===== src/rtl/mem_bus_arbiter.sv =====
// Data-memory port arbiter between the Icache and Dcache controllers, with load-tag owner routing.
// Optional Icache aging guard is enabled by defining ARB_STARVE_GUARD_EN.
module mem_bus_arbiter #(
  parameter int unsigned STARVE_LIMIT = 4
) (
  input  logic        clock,
  input  logic        reset,
  input  logic [1:0]  Icache2arb_command,
  input  logic [63:0] Icache2arb_addr,
  input  logic [1:0]  Dcache2arb_command,
  input  logic [63:0] Dcache2arb_addr,
  input  logic [63:0] Dcache2arb_data,
  input  logic [3:0]  Dmem2arb_response,
  input  logic [3:0]  Dmem2arb_tag,
  input  logic [63:0] Dmem2arb_data,
  output logic [1:0]  arb2Dmem_command,
  output logic [63:0] arb2Dmem_addr,
  output logic [63:0] arb2Dmem_data,
  output logic [3:0]  arb2Icache_response,
  output logic [3:0]  arb2Dcache_response,
  output logic [3:0]  arb2Icache_tag,
  output logic [3:0]  arb2Dcache_tag,
  output logic [63:0] arb2Icache_data,
  output logic [63:0] arb2Dcache_data,
  output logic [4:0]  outstanding_cnt,
  output logic        arb_tag_err
);

  localparam logic [1:0] BusNone = 2'd0;
  localparam logic [1:0] BusLoad = 2'd1;

  // Bit 0 of the owner table is never set: tag 0 means "none".
  logic [15:0] valid_q, valid_d;
  logic [15:0] owner_q, owner_d;
  logic [4:0]  cnt_q, cnt_d;
  logic        err_q, err_d;
  logic        i_req, d_req, promote, grant_i, grant_d, load_acc;

  assign i_req = (Icache2arb_command != BusNone);
  assign d_req = (Dcache2arb_command != BusNone);

`ifdef ARB_STARVE_GUARD_EN
  localparam logic [3:0] StarveLimit = 4'(STARVE_LIMIT);
  logic [3:0] starve_q, starve_d;

  assign promote = (starve_q == StarveLimit);

  always_comb begin
    starve_d = starve_q;
    if (!i_req || (arb2Icache_response != 4'd0)) begin
      starve_d = 4'd0;
    end else if (starve_q != StarveLimit) begin
      starve_d = starve_q + 4'd1;
    end
  end

  always_ff @(posedge clock) begin
    if (!reset) begin
      starve_q <= 4'd0;
    end else begin
      starve_q <= starve_d;
    end
  end
`else
  logic unused_limit;
  assign unused_limit = (STARVE_LIMIT != 0);
  assign promote      = 1'b0;
`endif

  // Grants are forced off while reset is held so every request-side output reads idle.
  assign grant_i  = reset && i_req && (!d_req || promote);
  assign grant_d  = reset && d_req && !grant_i;
  assign load_acc = (grant_i || grant_d) && (Dmem2arb_response != 4'd0) &&
                    (arb2Dmem_command == BusLoad);

  always_comb begin
    arb2Dmem_command    = BusNone;
    arb2Dmem_addr       = 64'd0;
    arb2Dmem_data       = 64'd0;
    arb2Icache_response = 4'd0;
    arb2Dcache_response = 4'd0;
    if (grant_i) begin
      arb2Dmem_command    = Icache2arb_command;
      arb2Dmem_addr       = Icache2arb_addr;
      arb2Icache_response = Dmem2arb_response;
    end else if (grant_d) begin
      arb2Dmem_command    = Dcache2arb_command;
      arb2Dmem_addr       = Dcache2arb_addr;
      arb2Dmem_data       = Dcache2arb_data;
      arb2Dcache_response = Dmem2arb_response;
    end
  end

  always_comb begin
    arb2Icache_tag  = 4'd0;
    arb2Dcache_tag  = 4'd0;
    arb2Icache_data = reset ? Dmem2arb_data : 64'd0;
    arb2Dcache_data = reset ? Dmem2arb_data : 64'd0;
    if (reset && (Dmem2arb_tag != 4'd0) && valid_q[Dmem2arb_tag]) begin
      if (owner_q[Dmem2arb_tag]) begin
        arb2Dcache_tag = Dmem2arb_tag;
      end else begin
        arb2Icache_tag = Dmem2arb_tag;
      end
    end
  end

  // Clear on completion first so a same-tag accept in the same cycle overrides it.
  always_comb begin
    valid_d = valid_q;
    owner_d = owner_q;
    err_d   = err_q;
    if (Dmem2arb_tag != 4'd0) begin
      if (valid_q[Dmem2arb_tag]) begin
        valid_d[Dmem2arb_tag] = 1'b0;
      end else begin
        err_d = 1'b1;
      end
    end
    if (load_acc) begin
      valid_d[Dmem2arb_response] = 1'b1;
      owner_d[Dmem2arb_response] = grant_d;
    end
    cnt_d = 5'($countones(valid_d));
  end

  always_ff @(posedge clock) begin
    if (!reset) begin
      valid_q <= 16'd0;
      owner_q <= 16'd0;
      cnt_q   <= 5'd0;
      err_q   <= 1'b0;
    end else begin
      valid_q <= valid_d;
      owner_q <= owner_d;
      cnt_q   <= cnt_d;
      err_q   <= err_d;
    end
  end

  assign outstanding_cnt = cnt_q;
  assign arb_tag_err     = err_q;

endmodule


===== config.mk =====
export PLATFORM = sky130hd
export DESIGN_NAME = mem_bus_arbiter
export DESIGN_NICKNAME = d
export VERILOG_FILES = /design/src/rtl/mem_bus_arbiter.sv
export SDC_FILE = /design/constraint.sdc
export NUM_CORES = 1
export LEC_CHECK = 0
export ABC_AREA = 1
export CAP_MARGIN = 20
export CORE_AREA = 2 2 214 216
export DETAILED_ROUTE_END_ITERATION = 7
export DIE_AREA = 0 0 216 218
export PLACE_DENSITY = 0.4
export SLEW_MARGIN = 10
export SYNTH_ARGS = -nofsm -noshare
export SYNTH_HDL_FRONTEND = slang
export SYNTH_SLANG_ARGS = --single-unit

===== constraint.sdc =====
create_clock -name clock -period 4.15 [get_ports clock]
set_input_delay 0.415 -clock clock [delete_from_list [all_inputs] [get_ports clock]]
set_output_delay 0.415 -clock clock [all_outputs]
set_load 0.02 [all_outputs]

==> flow_summary.ini <==
[route]
ant_nets = 0
num_vias = 6992
dr.pass1.iters = 4
finalWirelength_mm = 31.60
routed_via_density = 3.379
drc = 0
drt-initial-drc-count = 226
wire_per_inst_um = 15.27

[setup_path]
cp_data_required_time_ps = 4330
crit_fanout = 4
arrival_ps = 4190
crit_type = primary input to flip-flop
ff2ff_setup_slack_ps = 570
critPathLaunchType = primary input
crit_start = Dmem2arb_response[1]
rr_endpoint = outstanding_cnt[1]$_SDFF_PN0_
cp-end-kind = flip-flop
r2r-start = valid_q[15]$_SDFF_PN0_
worst_r2r_path_depth = 13

[global_route]
grtUsageTotal_pct = 12.73
grt_first_pass_wirelength_mm = 45.45
antenna_found_initial = 2
grt_max_degree = 80
grt_pass1_vias = 7155
gr-total-overflow = 0

[clocking]
cts_hold_buf = 0
clk_path_buf_depth = 2
cts_buffers = 5
clk_latency_ps = 280
cts_tree = built
cts_root_buf = clkbuf_16
cts.sinks = 38
cts.clk_slew.worst_paths_ps = 60
h-tree-depth = 2

[hold_path]
hp-class = flip-flop to flip-flop
min_path_cells = 2
hp-start = valid_q[0]$_SDFF_PN0_
whs_endpoint = valid_q[0]$_SDFF_PN0_

[timing]
setup_tns_ps = 0
rsz0062_at_grt = false
hold_viol = 0
setup_slack_ps = 147.6
fin_crit_sh_pct = 96.44
setup_violations = 0
slew_violations = 0
fmax_mhz = 249.8
tightest_slew_ps = 646.4
min_period_ps = 4002
clock_skew_ps = 3.976
relSlewSlack_pct = 56.90

[layout]
final_cell_mix = 536 x clkdlybuf4s50_1, 282 x nand2_1, 229 x inv_1
layout.nets = 1752
final-instance-count-excl-fill = 2069
drive_above_1_share_pct = 8.316
fin_util_pct = 25.45
regArea_um2 = 760.7
fillCellCount = 5093
layout_commonest_cell = clkdlybuf4s50_1
area_delta_synth_final_pct = 127.3
multiInputGateArea_um2 = 2756

[floorplan]
ios = 550
row_count = 78
coreArea_um2 = 44890
die_width_um = 216
die_y_um = 218
die_area_um2 = 47090
start_util_pct = 11.20

[synth]
syn_nets = 1232
ys_seq_area_share_pct = 15.13
yosysWarnings = 0
postSynthAreaPerCell_um2 = 5.309
yosys_register_bits = 38
syn_inst = 947
synth_top_cell_by_area = nand2_1
synth_top_area_share_pct = 21.50
synth_area_leaders = nand2_1 22%, inv_1 18%, dfxtp_1 15%
ys_types = 26
netlist_area_um2 = 5027

[power]
finalPower_uw = 1824
pwr-share-clk_pct = 20.2
swShare_pct = 36.72
p_sw_uw = 669.9
power_frac_comb_pct = 59.3
power_leakage_uw = 0.005479
ir_worst_vdd_mv = 0.1164
power_frac_seq_pct = 20.5
p_int_uw = 1154
power_density_nw_per_um2 = 159.6

[run_status]
status = finished, final reports clean

[placed_design]
pre_cts_slack_ps = -727.0
dp_cells = 2055
globalplace.congestion = 0.8693
port_buffers = 549
hpwl_mm = 27.53

[job]
maxCapViolations = 0
synth_stat cells, drive strengths merged:
| cell type | count |
|---|---|
| dfxtp | 38 |
| buf | 81 |
| a21oi | 17 |
| fa | 10 |
| clkbuf | 24 |
| nand3 | 1 |
| and2 | 1 |
| nor2 | 142 |
| nand2 | 288 |
| inv | 241 |
| o21ai | 79 |
| ha | 5 |
| clkinv | 2 |
| a21o | 1 |
| nand4 | 15 |
| o211ai | 1 |
| nor3 | 1 |
through the flow:
stage | hold slack, ps | area (µm²)
final | 435.1 | 11430
after floorplan | 407.1 | 5027
after detailed placement | 427.5 | 11090
after global placement | 423.6 | 11090
after CTS | 437.2 | 11350
after global routing | 455.1 | 11420
routing by layer:
metal  global-route usage [%]  wire length, µm  vias to the layer above
met5                        0                0                        -
li1                         -                -                     3679
met2                    23.17            16050                      254
met1                    13.94            12120                     3029
met3                    5.258             2966                       30
met4                    2.237              462                        0
power groups by stage:
| stage | Clock, µW | Sequential [µW] | Combinational, µW |
|---|---|---|---|
| after detailed placement | 0 | 383 | 1070 |
| after CTS | 382 | 375 | 1090 |
| after floorplan | 0 | 385 | 446 |
| after global routing | 400 | 375 | 1160 |
| after global placement | 0 | 383 | 1070 |
| final | 369 | 374 | 1080 |
sequential cells by signal, indices dropped and copies added (netlist names):
signal	flops
owner_q	16
valid_q	16
outstanding_cnt	5
arb_tag_err	1
area by class of cell:
| class | count | area share (%) |
|---|---|---|
| Inverter | 243 | 7.982 |
| Antenna cell | 2 | 0.04380 |
| Timing Repair Buffer | 618 | 53.43 |
| Tap cell | 600 | 6.570 |
| Multi-Input combinational cell | 561 | 24.12 |
| Clock buffer | 6 | 1.128 |
| Clock inverter | 1 | 0.06570 |
| Sequential cell | 38 | 6.657 |
worst max-delay path, stage by stage:
cell and delay (ps):
dlygate4sd2_1 270, buf_4 150, inv_2 80, nand2_4 70
nor2_4 100, nand4_4 120, nand2_2 80, inv_2 40
fa_1 580, fa_2 460, fa_2 550, inv_2 40
fa_2 550, ha_4 140, fa_2 420, nand2_1 80
inv_1 40
kinds of logic after synthesis:
family | synth area share [%]
and+or+nand+nor | 37.23
buffers and inverters | 32.33
AOI/OAI and AO/OA | 10.08
DFF | 15.13
adders and majority gates | 5.226
worst max path at each step:
stage          cells after the start  slack (ps)                       endpoint
6_report                          17         150  outstanding_cnt[1]$_SDFF_PN0_
3_3_place_gp                      18        -710  outstanding_cnt[4]$_SDFF_PN0_
4_1_cts                           16          20  outstanding_cnt[1]$_SDFF_PN0_
3_5_place_dp                      18        -730  outstanding_cnt[4]$_SDFF_PN0_
2_1_floorplan                     17           2  outstanding_cnt[2]$_SDFF_PN0_
5_1_grt                           18          10  outstanding_cnt[3]$_SDFF_PN0_
what timing repair did:
item / 4_1_cts / 5_1_grt
cloned: 2 / 0
setup buffers: 3 / 2
setup endpoints to repair: 4 / 4
resized for setup: 37 / 18
pin swaps: 18 / 19
No activity file was read; power rests on OpenSTA's default activity.
